===== src/rtl/role_north_axil_csr_if.sv =====
`timescale 1ns/1ps
`default_nettype none
// ============================================================================
// Module   : role_north_axil_csr_if
// Brief    : AXI4-Lite bus bundle between the shell's static master and the
//            NORTH role CSR responder. The master modport drives requests and
//            the slave modport returns handshakes, responses and read data.
// Revision : 1.0  initial release
// ============================================================================
interface role_north_axil_csr_if;
  logic [31:0] awaddr;
  logic [2:0]  awprot;
  logic        awvalid;
  logic        awready;
  logic [31:0] wdata;
  logic [3:0]  wstrb;
  logic        wvalid;
  logic        wready;
  logic [1:0]  bresp;
  logic        bvalid;
  logic        bready;
  logic [31:0] araddr;
  logic [2:0]  arprot;
  logic        arvalid;
  logic        arready;
  logic [31:0] rdata;
  logic [1:0]  rresp;
  logic        rvalid;
  logic        rready;

  modport master (
    output awaddr, awprot, awvalid, wdata, wstrb, wvalid, bready,
           araddr, arprot, arvalid, rready,
    input  awready, wready, bresp, bvalid, arready, rdata, rresp, rvalid
  );

  modport slave (
    input  awaddr, awprot, awvalid, wdata, wstrb, wvalid, bready,
           araddr, arprot, arvalid, rready,
    output awready, wready, bresp, bvalid, arready, rdata, rresp, rvalid
  );
endinterface
`default_nettype wire


===== src/rtl/role_north_axil_csr.sv =====
`timescale 1ns/1ps
`default_nettype none
// ============================================================================
// Module   : role_north_axil_csr
// Brief    : AXI4-Lite CSR responder for the NORTH reconfigurable role. Holds
//            DMA source/destination/length registers, generates the start
//            pulse, tracks sticky DONE and a saturating busy-cycle counter.
//            Optional macro ROLE_CSR_SCRATCH_EN adds a R/W SCRATCH register
//            at offset 0x24; without it that offset is unmapped (SLVERR).
// Revision : 1.0  initial release
// ============================================================================
module role_north_axil_csr #(
  parameter logic [31:0] VERSION = 32'h0001_0000
) (
  input  logic                         CLK_IN_250,
  input  logic                         AXI_RESET,
  role_north_axil_csr_if.slave         S_AXI_LITE_NORTH_FROM_STATIC,
  output logic                         ctrl_start,
  output logic [63:0]                  ctrl_src_addr,
  output logic [63:0]                  ctrl_dst_addr,
  output logic [31:0]                  ctrl_len,
  input  logic                         status_busy,
  input  logic                         status_done
);

  // Word indices (byte offset / 4) of the register map.
  localparam logic [5:0] c_idx_ctrl    = 6'd0;
  localparam logic [5:0] c_idx_status  = 6'd1;
  localparam logic [5:0] c_idx_src_lo  = 6'd2;
  localparam logic [5:0] c_idx_src_hi  = 6'd3;
  localparam logic [5:0] c_idx_dst_lo  = 6'd4;
  localparam logic [5:0] c_idx_dst_hi  = 6'd5;
  localparam logic [5:0] c_idx_len     = 6'd6;
  localparam logic [5:0] c_idx_version = 6'd7;
  localparam logic [5:0] c_idx_cnt     = 6'd8;
`ifdef ROLE_CSR_SCRATCH_EN
  localparam logic [5:0] c_idx_scratch = 6'd9;
`endif

  localparam logic [1:0] c_resp_okay   = 2'b00;
  localparam logic [1:0] c_resp_slverr = 2'b10;

  typedef enum logic [1:0] {W_IDLE = 2'd0, W_ACK = 2'd1, W_RESP = 2'd2} wstate_t;
  typedef enum logic [1:0] {R_IDLE = 2'd0, R_ACK = 2'd1, R_DATA = 2'd2} rstate_t;

  wstate_t     r_wstate;
  rstate_t     r_rstate;

  logic        r_awready;
  logic        r_wready;
  logic        r_bvalid;
  logic [1:0]  r_bresp;
  logic        r_arready;
  logic        r_rvalid;
  logic [1:0]  r_rresp;
  logic [31:0] r_rdata;

  logic [63:0] r_src;
  logic [63:0] r_dst;
  logic [31:0] r_len;
  logic        r_done;
  logic        r_start;
  logic [31:0] r_cycle_cnt;
`ifdef ROLE_CSR_SCRATCH_EN
  logic [31:0] r_scratch;
`endif

  logic [5:0]  w_waddr_idx;
  logic [5:0]  w_raddr_idx;
  logic        w_wr_commit;
  logic        w_wr_mapped;
  logic [31:0] w_rd_data;
  logic        w_rd_mapped;
  logic        w_start_req;
  logic        w_done_clr;

  assign w_waddr_idx = S_AXI_LITE_NORTH_FROM_STATIC.awaddr[7:2];
  assign w_raddr_idx = S_AXI_LITE_NORTH_FROM_STATIC.araddr[7:2];

  // The register update happens on the edge that ends the W_ACK cycle; the
  // master holds address and data stable until then.
  assign w_wr_commit = (r_wstate == W_ACK);

  assign w_start_req = w_wr_commit && (w_waddr_idx == c_idx_ctrl) &&
                       S_AXI_LITE_NORTH_FROM_STATIC.wdata[0] && !status_busy;
  assign w_done_clr  = w_wr_commit && (w_waddr_idx == c_idx_status) &&
                       S_AXI_LITE_NORTH_FROM_STATIC.wdata[1];

  // Address bits outside [7:2] and the protection fields carry no meaning here.
  logic w_unused_bits;
  assign w_unused_bits = ^{S_AXI_LITE_NORTH_FROM_STATIC.awaddr[31:8],
                           S_AXI_LITE_NORTH_FROM_STATIC.awaddr[1:0],
                           S_AXI_LITE_NORTH_FROM_STATIC.araddr[31:8],
                           S_AXI_LITE_NORTH_FROM_STATIC.araddr[1:0],
                           S_AXI_LITE_NORTH_FROM_STATIC.awprot,
                           S_AXI_LITE_NORTH_FROM_STATIC.arprot};

  // Byte-lane merge of write data into an existing register value.
  function automatic logic [31:0] f_merge(input logic [31:0] old_v,
                                          input logic [31:0] new_v,
                                          input logic [3:0]  strb);
    logic [31:0] res;
    res = old_v;
    for (int b = 0; b < 4; b++) begin
      if (strb[b]) res[8*b +: 8] = new_v[8*b +: 8];
    end
    return res;
  endfunction

  // Write-side decode: which offsets exist (read-only ones still answer OKAY).
  always_comb begin
    w_wr_mapped = 1'b0;
    case (w_waddr_idx)
      c_idx_ctrl, c_idx_status, c_idx_src_lo, c_idx_src_hi, c_idx_dst_lo,
      c_idx_dst_hi, c_idx_len, c_idx_version, c_idx_cnt: w_wr_mapped = 1'b1;
`ifdef ROLE_CSR_SCRATCH_EN
      c_idx_scratch: w_wr_mapped = 1'b1;
`endif
      default: w_wr_mapped = 1'b0;
    endcase
  end

  // Read-side mux of current register contents; unmapped offsets read zero.
  always_comb begin
    w_rd_data   = 32'h0;
    w_rd_mapped = 1'b1;
    case (w_raddr_idx)
      c_idx_ctrl:    w_rd_data = 32'h0;
      c_idx_status:  w_rd_data = {30'h0, r_done, status_busy};
      c_idx_src_lo:  w_rd_data = r_src[31:0];
      c_idx_src_hi:  w_rd_data = r_src[63:32];
      c_idx_dst_lo:  w_rd_data = r_dst[31:0];
      c_idx_dst_hi:  w_rd_data = r_dst[63:32];
      c_idx_len:     w_rd_data = r_len;
      c_idx_version: w_rd_data = VERSION;
      c_idx_cnt:     w_rd_data = r_cycle_cnt;
`ifdef ROLE_CSR_SCRATCH_EN
      c_idx_scratch: w_rd_data = r_scratch;
`endif
      default: begin
        w_rd_data   = 32'h0;
        w_rd_mapped = 1'b0;
      end
    endcase
  end

  // Write channel FSM: AW and W are only ever accepted together.
  always_ff @(posedge CLK_IN_250) begin
    if (AXI_RESET) begin
      r_wstate  <= W_IDLE;
      r_awready <= 1'b0;
      r_wready  <= 1'b0;
      r_bvalid  <= 1'b0;
      r_bresp   <= c_resp_okay;
    end else begin
      case (r_wstate)
        W_IDLE: begin
          if (S_AXI_LITE_NORTH_FROM_STATIC.awvalid && S_AXI_LITE_NORTH_FROM_STATIC.wvalid) begin
            r_wstate  <= W_ACK;
            r_awready <= 1'b1;
            r_wready  <= 1'b1;
          end
        end
        W_ACK: begin
          r_wstate  <= W_RESP;
          r_awready <= 1'b0;
          r_wready  <= 1'b0;
          r_bvalid  <= 1'b1;
          r_bresp   <= w_wr_mapped ? c_resp_okay : c_resp_slverr;
        end
        W_RESP: begin
          if (S_AXI_LITE_NORTH_FROM_STATIC.bready) begin
            r_wstate <= W_IDLE;
            r_bvalid <= 1'b0;
          end
        end
        default: begin
          r_wstate  <= W_IDLE;
          r_awready <= 1'b0;
          r_wready  <= 1'b0;
          r_bvalid  <= 1'b0;
        end
      endcase
    end
  end

  // Parameter registers: byte-enabled updates at the end of W_ACK.
  always_ff @(posedge CLK_IN_250) begin
    if (AXI_RESET) begin
      r_src <= 64'h0;
      r_dst <= 64'h0;
      r_len <= 32'h0;
    end else if (w_wr_commit) begin
      case (w_waddr_idx)
        c_idx_src_lo: r_src[31:0]  <= f_merge(r_src[31:0],  S_AXI_LITE_NORTH_FROM_STATIC.wdata, S_AXI_LITE_NORTH_FROM_STATIC.wstrb);
        c_idx_src_hi: r_src[63:32] <= f_merge(r_src[63:32], S_AXI_LITE_NORTH_FROM_STATIC.wdata, S_AXI_LITE_NORTH_FROM_STATIC.wstrb);
        c_idx_dst_lo: r_dst[31:0]  <= f_merge(r_dst[31:0],  S_AXI_LITE_NORTH_FROM_STATIC.wdata, S_AXI_LITE_NORTH_FROM_STATIC.wstrb);
        c_idx_dst_hi: r_dst[63:32] <= f_merge(r_dst[63:32], S_AXI_LITE_NORTH_FROM_STATIC.wdata, S_AXI_LITE_NORTH_FROM_STATIC.wstrb);
        c_idx_len:    r_len        <= f_merge(r_len,        S_AXI_LITE_NORTH_FROM_STATIC.wdata, S_AXI_LITE_NORTH_FROM_STATIC.wstrb);
        default: ;
      endcase
    end
  end

`ifdef ROLE_CSR_SCRATCH_EN
  // Scratch register for host-side bus sanity checks.
  always_ff @(posedge CLK_IN_250) begin
    if (AXI_RESET) begin
      r_scratch <= 32'h0;
    end else if (w_wr_commit && (w_waddr_idx == c_idx_scratch)) begin
      r_scratch <= f_merge(r_scratch, S_AXI_LITE_NORTH_FROM_STATIC.wdata, S_AXI_LITE_NORTH_FROM_STATIC.wstrb);
    end
  end
`endif

  // Start pulse and busy-cycle counter; a launched transfer restarts the count.
  always_ff @(posedge CLK_IN_250) begin
    if (AXI_RESET) begin
      r_start     <= 1'b0;
      r_cycle_cnt <= 32'h0;
    end else begin
      r_start <= w_start_req;
      if (w_start_req) begin
        r_cycle_cnt <= 32'h0;
      end else if (status_busy && (r_cycle_cnt != 32'hFFFF_FFFF)) begin
        r_cycle_cnt <= r_cycle_cnt + 32'h1;
      end
    end
  end

  // Sticky DONE flag; a completion in the same cycle as a clear keeps it set.
  always_ff @(posedge CLK_IN_250) begin
    if (AXI_RESET) begin
      r_done <= 1'b0;
    end else if (status_done) begin
      r_done <= 1'b1;
    end else if (w_done_clr) begin
      r_done <= 1'b0;
    end
  end

  // Read channel FSM: data is captured in R_ACK and held until rready.
  always_ff @(posedge CLK_IN_250) begin
    if (AXI_RESET) begin
      r_rstate  <= R_IDLE;
      r_arready <= 1'b0;
      r_rvalid  <= 1'b0;
      r_rresp   <= c_resp_okay;
      r_rdata   <= 32'h0;
    end else begin
      case (r_rstate)
        R_IDLE: begin
          if (S_AXI_LITE_NORTH_FROM_STATIC.arvalid) begin
            r_rstate  <= R_ACK;
            r_arready <= 1'b1;
          end
        end
        R_ACK: begin
          r_rstate  <= R_DATA;
          r_arready <= 1'b0;
          r_rvalid  <= 1'b1;
          r_rdata   <= w_rd_data;
          r_rresp   <= w_rd_mapped ? c_resp_okay : c_resp_slverr;
        end
        R_DATA: begin
          if (S_AXI_LITE_NORTH_FROM_STATIC.rready) begin
            r_rstate <= R_IDLE;
            r_rvalid <= 1'b0;
          end
        end
        default: begin
          r_rstate  <= R_IDLE;
          r_arready <= 1'b0;
          r_rvalid  <= 1'b0;
        end
      endcase
    end
  end

  assign S_AXI_LITE_NORTH_FROM_STATIC.awready = r_awready;
  assign S_AXI_LITE_NORTH_FROM_STATIC.wready  = r_wready;
  assign S_AXI_LITE_NORTH_FROM_STATIC.bvalid  = r_bvalid;
  assign S_AXI_LITE_NORTH_FROM_STATIC.bresp   = r_bresp;
  assign S_AXI_LITE_NORTH_FROM_STATIC.arready = r_arready;
  assign S_AXI_LITE_NORTH_FROM_STATIC.rvalid  = r_rvalid;
  assign S_AXI_LITE_NORTH_FROM_STATIC.rresp   = r_rresp;
  assign S_AXI_LITE_NORTH_FROM_STATIC.rdata   = r_rdata;

  assign ctrl_start    = r_start;
  assign ctrl_src_addr = r_src;
  assign ctrl_dst_addr = r_dst;
  assign ctrl_len      = r_len;

endmodule
`default_nettype wire


===== src/flat_wrapper.sv =====
// flat-port wrapper written by rule: the top's interface ports become plain ports
module role_north_axil_csr_flat 
#(
  parameter logic [31:0] VERSION = 32'h0001_0000
)
  (CLK_IN_250, AXI_RESET, ctrl_start, ctrl_src_addr, ctrl_dst_addr, ctrl_len, status_busy, status_done, S_AXI_LITE_NORTH_FROM_STATIC_awaddr, S_AXI_LITE_NORTH_FROM_STATIC_awprot, S_AXI_LITE_NORTH_FROM_STATIC_awvalid, S_AXI_LITE_NORTH_FROM_STATIC_wdata, S_AXI_LITE_NORTH_FROM_STATIC_wstrb, S_AXI_LITE_NORTH_FROM_STATIC_wvalid, S_AXI_LITE_NORTH_FROM_STATIC_bready, S_AXI_LITE_NORTH_FROM_STATIC_araddr, S_AXI_LITE_NORTH_FROM_STATIC_arprot, S_AXI_LITE_NORTH_FROM_STATIC_arvalid, S_AXI_LITE_NORTH_FROM_STATIC_rready, S_AXI_LITE_NORTH_FROM_STATIC_awready, S_AXI_LITE_NORTH_FROM_STATIC_wready, S_AXI_LITE_NORTH_FROM_STATIC_bresp, S_AXI_LITE_NORTH_FROM_STATIC_bvalid, S_AXI_LITE_NORTH_FROM_STATIC_arready, S_AXI_LITE_NORTH_FROM_STATIC_rdata, S_AXI_LITE_NORTH_FROM_STATIC_rresp, S_AXI_LITE_NORTH_FROM_STATIC_rvalid);
  role_north_axil_csr_if S_AXI_LITE_NORTH_FROM_STATIC_i ();
  input  logic CLK_IN_250;
  input  logic AXI_RESET;
  output logic ctrl_start;
  output logic [63:0] ctrl_src_addr;
  output logic [63:0] ctrl_dst_addr;
  output logic [31:0] ctrl_len;
  input  logic status_busy;
  input  logic status_done;
  input wire logic [$bits(S_AXI_LITE_NORTH_FROM_STATIC_i.awaddr)-1:0] S_AXI_LITE_NORTH_FROM_STATIC_awaddr;
  input wire logic [$bits(S_AXI_LITE_NORTH_FROM_STATIC_i.awprot)-1:0] S_AXI_LITE_NORTH_FROM_STATIC_awprot;
  input wire logic [$bits(S_AXI_LITE_NORTH_FROM_STATIC_i.awvalid)-1:0] S_AXI_LITE_NORTH_FROM_STATIC_awvalid;
  input wire logic [$bits(S_AXI_LITE_NORTH_FROM_STATIC_i.wdata)-1:0] S_AXI_LITE_NORTH_FROM_STATIC_wdata;
  input wire logic [$bits(S_AXI_LITE_NORTH_FROM_STATIC_i.wstrb)-1:0] S_AXI_LITE_NORTH_FROM_STATIC_wstrb;
  input wire logic [$bits(S_AXI_LITE_NORTH_FROM_STATIC_i.wvalid)-1:0] S_AXI_LITE_NORTH_FROM_STATIC_wvalid;
  input wire logic [$bits(S_AXI_LITE_NORTH_FROM_STATIC_i.bready)-1:0] S_AXI_LITE_NORTH_FROM_STATIC_bready;
  input wire logic [$bits(S_AXI_LITE_NORTH_FROM_STATIC_i.araddr)-1:0] S_AXI_LITE_NORTH_FROM_STATIC_araddr;
  input wire logic [$bits(S_AXI_LITE_NORTH_FROM_STATIC_i.arprot)-1:0] S_AXI_LITE_NORTH_FROM_STATIC_arprot;
  input wire logic [$bits(S_AXI_LITE_NORTH_FROM_STATIC_i.arvalid)-1:0] S_AXI_LITE_NORTH_FROM_STATIC_arvalid;
  input wire logic [$bits(S_AXI_LITE_NORTH_FROM_STATIC_i.rready)-1:0] S_AXI_LITE_NORTH_FROM_STATIC_rready;
  output wire logic [$bits(S_AXI_LITE_NORTH_FROM_STATIC_i.awready)-1:0] S_AXI_LITE_NORTH_FROM_STATIC_awready;
  output wire logic [$bits(S_AXI_LITE_NORTH_FROM_STATIC_i.wready)-1:0] S_AXI_LITE_NORTH_FROM_STATIC_wready;
  output wire logic [$bits(S_AXI_LITE_NORTH_FROM_STATIC_i.bresp)-1:0] S_AXI_LITE_NORTH_FROM_STATIC_bresp;
  output wire logic [$bits(S_AXI_LITE_NORTH_FROM_STATIC_i.bvalid)-1:0] S_AXI_LITE_NORTH_FROM_STATIC_bvalid;
  output wire logic [$bits(S_AXI_LITE_NORTH_FROM_STATIC_i.arready)-1:0] S_AXI_LITE_NORTH_FROM_STATIC_arready;
  output wire logic [$bits(S_AXI_LITE_NORTH_FROM_STATIC_i.rdata)-1:0] S_AXI_LITE_NORTH_FROM_STATIC_rdata;
  output wire logic [$bits(S_AXI_LITE_NORTH_FROM_STATIC_i.rresp)-1:0] S_AXI_LITE_NORTH_FROM_STATIC_rresp;
  output wire logic [$bits(S_AXI_LITE_NORTH_FROM_STATIC_i.rvalid)-1:0] S_AXI_LITE_NORTH_FROM_STATIC_rvalid;
  assign S_AXI_LITE_NORTH_FROM_STATIC_i.awaddr = S_AXI_LITE_NORTH_FROM_STATIC_awaddr;
  assign S_AXI_LITE_NORTH_FROM_STATIC_i.awprot = S_AXI_LITE_NORTH_FROM_STATIC_awprot;
  assign S_AXI_LITE_NORTH_FROM_STATIC_i.awvalid = S_AXI_LITE_NORTH_FROM_STATIC_awvalid;
  assign S_AXI_LITE_NORTH_FROM_STATIC_i.wdata = S_AXI_LITE_NORTH_FROM_STATIC_wdata;
  assign S_AXI_LITE_NORTH_FROM_STATIC_i.wstrb = S_AXI_LITE_NORTH_FROM_STATIC_wstrb;
  assign S_AXI_LITE_NORTH_FROM_STATIC_i.wvalid = S_AXI_LITE_NORTH_FROM_STATIC_wvalid;
  assign S_AXI_LITE_NORTH_FROM_STATIC_i.bready = S_AXI_LITE_NORTH_FROM_STATIC_bready;
  assign S_AXI_LITE_NORTH_FROM_STATIC_i.araddr = S_AXI_LITE_NORTH_FROM_STATIC_araddr;
  assign S_AXI_LITE_NORTH_FROM_STATIC_i.arprot = S_AXI_LITE_NORTH_FROM_STATIC_arprot;
  assign S_AXI_LITE_NORTH_FROM_STATIC_i.arvalid = S_AXI_LITE_NORTH_FROM_STATIC_arvalid;
  assign S_AXI_LITE_NORTH_FROM_STATIC_i.rready = S_AXI_LITE_NORTH_FROM_STATIC_rready;
  assign S_AXI_LITE_NORTH_FROM_STATIC_awready = S_AXI_LITE_NORTH_FROM_STATIC_i.awready;
  assign S_AXI_LITE_NORTH_FROM_STATIC_wready = S_AXI_LITE_NORTH_FROM_STATIC_i.wready;
  assign S_AXI_LITE_NORTH_FROM_STATIC_bresp = S_AXI_LITE_NORTH_FROM_STATIC_i.bresp;
  assign S_AXI_LITE_NORTH_FROM_STATIC_bvalid = S_AXI_LITE_NORTH_FROM_STATIC_i.bvalid;
  assign S_AXI_LITE_NORTH_FROM_STATIC_arready = S_AXI_LITE_NORTH_FROM_STATIC_i.arready;
  assign S_AXI_LITE_NORTH_FROM_STATIC_rdata = S_AXI_LITE_NORTH_FROM_STATIC_i.rdata;
  assign S_AXI_LITE_NORTH_FROM_STATIC_rresp = S_AXI_LITE_NORTH_FROM_STATIC_i.rresp;
  assign S_AXI_LITE_NORTH_FROM_STATIC_rvalid = S_AXI_LITE_NORTH_FROM_STATIC_i.rvalid;
  role_north_axil_csr #(.VERSION(VERSION)) u_core (.CLK_IN_250(CLK_IN_250), .AXI_RESET(AXI_RESET), .S_AXI_LITE_NORTH_FROM_STATIC(S_AXI_LITE_NORTH_FROM_STATIC_i), .ctrl_start(ctrl_start), .ctrl_src_addr(ctrl_src_addr), .ctrl_dst_addr(ctrl_dst_addr), .ctrl_len(ctrl_len), .status_busy(status_busy), .status_done(status_done));
endmodule

===== config.mk =====
export PLATFORM = sky130hd
export DESIGN_NAME = role_north_axil_csr_flat
export DESIGN_NICKNAME = d
export VERILOG_FILES = /design/src/rtl/role_north_axil_csr_if.sv /design/src/rtl/role_north_axil_csr.sv /design/src/flat_wrapper.sv
export SDC_FILE = /design/constraint.sdc
export NUM_CORES = 1
export LEC_CHECK = 0
export CORE_UTILIZATION = 40
export DETAILED_ROUTE_END_ITERATION = 6
export PLACE_DENSITY = 0.71
export SLEW_MARGIN = 10
export SYNTH_ARGS = -nofsm -noshare
export SYNTH_HDL_FRONTEND = slang
export SYNTH_SLANG_ARGS = --single-unit

===== constraint.sdc =====
create_clock -name CLK_IN_250 -period 4.2 [get_ports CLK_IN_250]
set_input_delay 0.42 -clock CLK_IN_250 [delete_from_list [all_inputs] [get_ports CLK_IN_250]]
set_output_delay 0.42 -clock CLK_IN_250 [all_outputs]
set_load 0.02 [all_outputs]

# Yosys cells after proc, flatten, opt, wreduce, memory -nomap -nowiden
# Memories as Yosys holds them, arrays and structs flattened.
# Index checks and enable logic that the tools add are counted.
# classes
addsub	1
multipliers	0
div_mod_pow	0
magnitude_cmp	0
eq_ne	23
shifts	0
n_mux	21
n_bitwise	4
n_reduce_logical	42
# ops
op	count
32-bit case mux with 8 select lines	1
3-bit AND reduction	20
6-bit by 3-bit equality test with 1-bit output (second input constant)	7
32-bit by 1-bit adder with 32-bit output (second input constant)	1
32-bit inequality test (second input constant)	1
6-bit by 2-bit equality test with 1-bit output (second input constant)	4
6-bit by 1-bit equality test with 1-bit output (second input constant)	2
6-bit zero test	2
2-bit 2-to-1 mux	6
2-bit case mux with 3 select lines	2
2-bit AND reduction	6
9-bit OR reduction	1
1-bit 2-to-1 mux	8
1-bit logical AND	7
6-bit by 4-bit equality test with 1-bit output (second input constant)	1
2-bit zero test	3
2-bit inequality test (second input constant)	3
1-bit case mux with 3 select lines	2
2-bit by 1-bit equality test with 1-bit output (second input constant)	2
2-bit equality test (second input constant)	2
1-bit inverter	4
1-bit case mux with 2 select lines	2
2-bit by 1-bit inequality test with 1-bit output (second input constant)	1
2-bit nonzero test	1
2 further kinds	2
# word_totals
ff_bits	238
latch_bits	0
ramBits	0
mem_bits_ro	16
inputBits	115
out_inout_bits	202
memories	1
# memory_table
memory	depth	width	rd	rd_clocked_by_memory_dff	wr	line	text
(name not given)	16	1	1	0	0	role_north_axil_csr.sv:113	case (w_waddr_idx)

# Logic depth before layout (Yosys ltp)
# logic_depth
word_depth	5
ltp_mapped	8
depth_no_buf	6

# Worst setup path after synthesis
# Ideal clock, no wire load.
# synth_path
kind	flip-flop to flip-flop
from	register u_core.r_cycle_cnt[0]
to	register u_core.r_cycle_cnt[27]
setup_ns	0.060
t_arrival_ns	2.000
required_time_ns	4.140
setup_slack_ns	2.140
stages_incl_launch_ff	9
cell_sequence	dfxtp_1 -> ha_1 -> and3_1 -> and4_1 -> buf_4 -> a311o_1 -> buf_6 -> or4_1 -> nand2_1
# synth_between
elab_chain_len	2
elab_cells_between_ends	3
# synth_lines
element	line	text
start: declaration	role_north_axil_csr.sv:63	logic [31:0] r_cycle_cnt;
start signal: assignment	role_north_axil_csr.sv:226	r_cycle_cnt <= r_cycle_cnt + 32'h1;
parallel branches: the longest is 2 deep, another holds 32-bit by 1-bit adder with 32-bit output	n/a	
# Several ways; the timed one is not identified.
# A chain may end at the register's enable or synchronous reset.

# Worst setup path after layout
# layout_path
from	register u_core.r_wstate[0]
to	register u_core.r_len[18], in the netlist u_core.ctrl_len[18]
# layout_between
elab_chain_len	2
# layout_lines
element	line	text
start: declaration	role_north_axil_csr.sv:46	wstate_t r_wstate;
start signal: assignment	role_north_axil_csr.sv:150	r_wstate <= W_IDLE;
start signal: assignment	role_north_axil_csr.sv:159	r_wstate <= W_ACK;
start signal: assignment	role_north_axil_csr.sv:165	r_wstate <= W_RESP;
2-bit by 1-bit equality test with 1-bit output	role_north_axil_csr.sv:82	assign w_wr_commit = (r_wstate == W_ACK);
3-bit AND reduction (no source line)	n/a	
end signal: assignment	role_north_axil_csr.sv:199	c_idx_len: r_len <= f_merge(r_len, S_AXI_LITE_NORTH_FROM_STATIC.wdata, S_AXI_LITE_NORTH_FROM_STATIC.wstrb);
end: declaration	role_north_axil_csr.sv:60	logic [31:0] r_len;
# No other way between the ends.

==> insert_results.sql <==
INSERT INTO impl_metrics (metric_group, metric, value, unit) VALUES
('drt', 'vias', '10280', ''),
('logic_synthesis', 'synthTopCellsByCount', 'sky130_fd_sc_hd__dfxtp_1, sky130_fd_sc_hd__nand2_1, sky130_fd_sc_hd__a21oi_1, sky130_fd_sc_hd__nand3_1, sky130_fd_sc_hd__a22oi_1', ''),
('clock_tree', 'clkLatencyLatePin', '0.53', 'ns'),
('layout', 'final_layout_size_suffix_gt1_share', '6.662', '%'),
('clock_tree', 'ctsLongestPathBuffers', '3', ''),
('clock_tree', 'cts.clk_slew.worst_paths', '0.07', 'ns'),
('worst_setup_path', 'timing.critical_path.slowest_cell_delay', '0.81', 'ns'),
('run', 'drv_cap', '0', ''),
('logic_synthesis', 'synth_area_leaders', 'sky130_fd_sc_hd__dfxtp_1, sky130_fd_sc_hd__a21oi_1, sky130_fd_sc_hd__nand3_1', ''),
('grt', 'grtUsageTotal', '26.98', '%'),
('logic_synthesis', 'yosys_warnings', '0', ''),
('worst_setup_path', 'critical_path_data_required_time', '4.57', 'ns'),
('logic_synthesis', 'synth-main-ff-cell', 'sky130_fd_sc_hd__dfxtp_1', ''),
('drt', 'post_drt_via_cell_ratio', '5.876', ''),
('sta', 'report.final.hold_viol_count', '0', ''),
('grt', 'grt_max_degree', '85', ''),
('worst_setup_path', 'criticalPathCategory', 'flop to flop', ''),
('placement', 'dpl-instance-area', '12880', 'um^2'),
('logic_synthesis', 'synthesis.area_per_instance', '8.460', 'um^2'),
('sta', 'max_freq', '0.3513', 'GHz'),
('clock_tree', 'numCtsBuffers', '25', ''),
('run_status', 'run_status', 'completed', ''),
('logic_synthesis', 'synth_edf_count', '0', ''),
('floorplanning', 'chipHeight', '160.3', 'um'),
('power', 'pwr_density_cell', '350.0', 'nW/um^2'),
('clock_tree', 'post-cts-setup-buffers', '0', ''),
('worst_setup_path', 'critical_path_fanouts_max', '25', ''),
('logic_synthesis', 'netlist-cell-type-count', '63', ''),
('logic_synthesis', 'synth_largest_area_cell', 'sky130_fd_sc_hd__dfxtp_1', ''),
('worst_setup_path', 'crit_top_cell', 'sky130_fd_sc_hd__nand2_1', ''),
('sta', 'final.setup_skew', '0.007755', 'ns'),
('grt', 'grt-ovfl-total', '0', ''),
('logic_synthesis', 'synth_top_family_by_area', 'simple AND/OR/NAND/NOR gates', ''),
('placement', 'place.port_buffers', '256', ''),
('clock_tree', 'cts_repair_resize_count', '0', ''),
('layout', 'final_core_util', '56.19', '%'),
('clock_tree', 'cts_max_level', '1', ''),
('logic_synthesis', 'synthMuxAreaShare', '3.422', '%'),
('grt', 'antenna_found_initial', '0', ''),
('drt', 'final_antenna_net_count', '0', ''),
('logic_synthesis', 'yosysSeqAreaShare', '47.16', '%'),
('layout', 'syn_to_final_growth', '37.21', '%'),
('clock_tree', 'post_cts_hold_buffer_count', '0', ''),
('placement', 'gp_congestion', '0.8913', ''),
('sta', 'max-slew-margin-rel', '37.35', '%'),
('worst_setup_path', 'worst_path_arrival', '3.21', 'ns'),
('layout', 'finish.cell_count_without_fillers', '1750', ''),
('logic_synthesis', 'yosys.area_share.simple', '22.41', '%'),
('power', 'ir_worst_vdd', '0.3603', 'mV'),
('floorplanning', 'die_area', '25680', 'um^2'),
('placement', 'placed_cells', '1704', ''),
('logic_synthesis', 'flip_flop_and_latch_count_after_synthesis', '236', ''),
('logic_synthesis', 'synth-adder-area-share', '0.1249', '%'),
('min_path', 'min-delay-path-class', 'input port to flop', ''),
('floorplanning', 'initial_core_util', '40.95', '%'),
('clock_tree', 'tritoncts', 'built', ''),
('layout', 'finalNetCount', '1523', ''),
('drt', 'route.detailed.wl_per_inst', '20.41', 'um'),
('logic_synthesis', 'synth_async_sr_flop_share', '0', '%'),
('floorplanning', 'core_area', '24460', 'um^2'),
('placement', 'half_perimeter_wire_length_of_the_detailed_placement_result', '24.40', 'mm'),
('layout', 'design_area', '13740', 'um^2'),
('sta', 'post-route-period-util', '67.77', '%'),
('logic_synthesis', 'area_share_of_xor_xnor_cells_in_the_synthesized_design', '0.5246', '%'),
('sta', 'fin_crit', '2.846', 'ns'),
('logic_synthesis', 'netlist_instances', '1184', ''),
('drt', 'drc_violations_left', '0', ''),
('layout', 'antenna_cells', '0', ''),
('floorplanning', 'std_cell_rows', '57', ''),
('grt', 'grt_pass1_vias', '9739', ''),
('drt', 'drt_first_pass_iters', '6', '');
==> kinds of logic (layout without fill, tap and decap cells) <==
family	after synthesis	count (layout)
AO/OA/AOI/OAI	352	352
XOR/XNOR	6	6
adder cells (fa/ha/maj)	1	1
buffers and inverters	93	334
flip-flops	236	236
multiplexers	34	34
other	1	2
AND/OR/NAND/NOR	461	461
==> routing by layer <==
layer  vias up  wire length (um)  track usage (%)
li1       4766                 -                -
met3       112              3624            6.234
met2       541             16050            41.48
met4         0              1584            13.68
met1      4864             14470            35.30
met5         -                 0                0
==> cell usage in the layout, fill, tap and decap left out, types with 5 or more instances in the layout <==
cell type,Yosys,routed
sky130_fd_sc_hd__clkbuf_8,0,7
sky130_fd_sc_hd__a31oi_1,33,33
sky130_fd_sc_hd__a21oi_1,153,152
sky130_fd_sc_hd__o21ai_1,6,6
sky130_fd_sc_hd__nor3_1,5,5
sky130_fd_sc_hd__a22oi_1,91,91
sky130_fd_sc_hd__dfxtp_1,236,236
sky130_fd_sc_hd__nand4_1,9,9
sky130_fd_sc_hd__nor2_2,5,5
sky130_fd_sc_hd__or3_1,14,14
sky130_fd_sc_hd__mux2i_1,32,32
sky130_fd_sc_hd__nand2_1,170,170
sky130_fd_sc_hd__o21ai_0,11,11
sky130_fd_sc_hd__o211ai_1,5,5
sky130_fd_sc_hd__or4_1,10,10
sky130_fd_sc_hd__clkdlybuf4s50_1,0,255
sky130_fd_sc_hd__and3_1,6,6
sky130_fd_sc_hd__clkinv_2,0,5
sky130_fd_sc_hd__and2_1,7,9
sky130_fd_sc_hd__nand3_1,138,138
sky130_fd_sc_hd__nor2_1,58,58
sky130_fd_sc_hd__a21o_1,32,32
sky130_fd_sc_hd__buf_4,5,26
sky130_fd_sc_hd__o31ai_1,6,6
sky130_fd_sc_hd__clkbuf_16,0,25
sky130_fd_sc_hd__nor2b_1,7,6
sky130_fd_sc_hd__and4_1,5,5
==> sequential cells by signal, indices dropped and copies added (netlist names), 2 cells and up <==
register / cells
u_core.ctrl_src_addr: 64
u_core.ctrl_dst_addr: 64
u_core.S_AXI_LITE_NORTH_FROM_STATIC.rdata: 32
u_core.r_rstate: 2
u_core.r_wstate: 2
u_core.r_cycle_cnt: 32
u_core.ctrl_len: 32
==> worst max-delay path: cells and delay by family, from the launching register on <==
kind               cells  cell delay (ns)
DFF                    1             0.37
and+or+nand+nor        4             2.24
AOI/OAI and AO/OA      1             0.08
==> through the flow <==
step	worst slack, ns	power, mW
final	1.354	4.810
after floorplan	2.140	2.402
after detailed placement	1.240	2.529
after CTS	1.385	4.831
after global routing	1.048	4.953
after global placement	1.249	2.528
==> report_power, final <==
part           switching (mW)  internal [mW]
combinational           0.145         0.0830
sequential            0.00926           2.25
clock                   0.923           1.40
total                    1.08           3.73
==> final timing paths <==
kind                            slack, ns                                     startpoint                                            end  cells after the start
worst min register to register       0.45  u_core.S_AXI_LITE_NORTH_FROM_STATIC.rdata[15]  u_core.S_AXI_LITE_NORTH_FROM_STATIC.rdata[15]                      1
worst max-delay path                 1.35                             u_core.r_wstate[0]                            u_core.ctrl_len[18]                      5
worst max register to register       1.35                             u_core.r_wstate[0]                            u_core.ctrl_len[18]                      5
worst min-delay path                 0.20                                      AXI_RESET                                  u_core.r_done                      2
==> area by class of cell <==
cell class,count,area (um^2)
sequential,236,4725
timing repair buffer,284,2808
tap,324,405.4
inverter,4,15.01
clock buffer,36,737.0
multi-input combinational,856,4923
clock inverter,10,131.4
fill,2234,10720
Note: power is estimated with default switching activity, not from simulation.
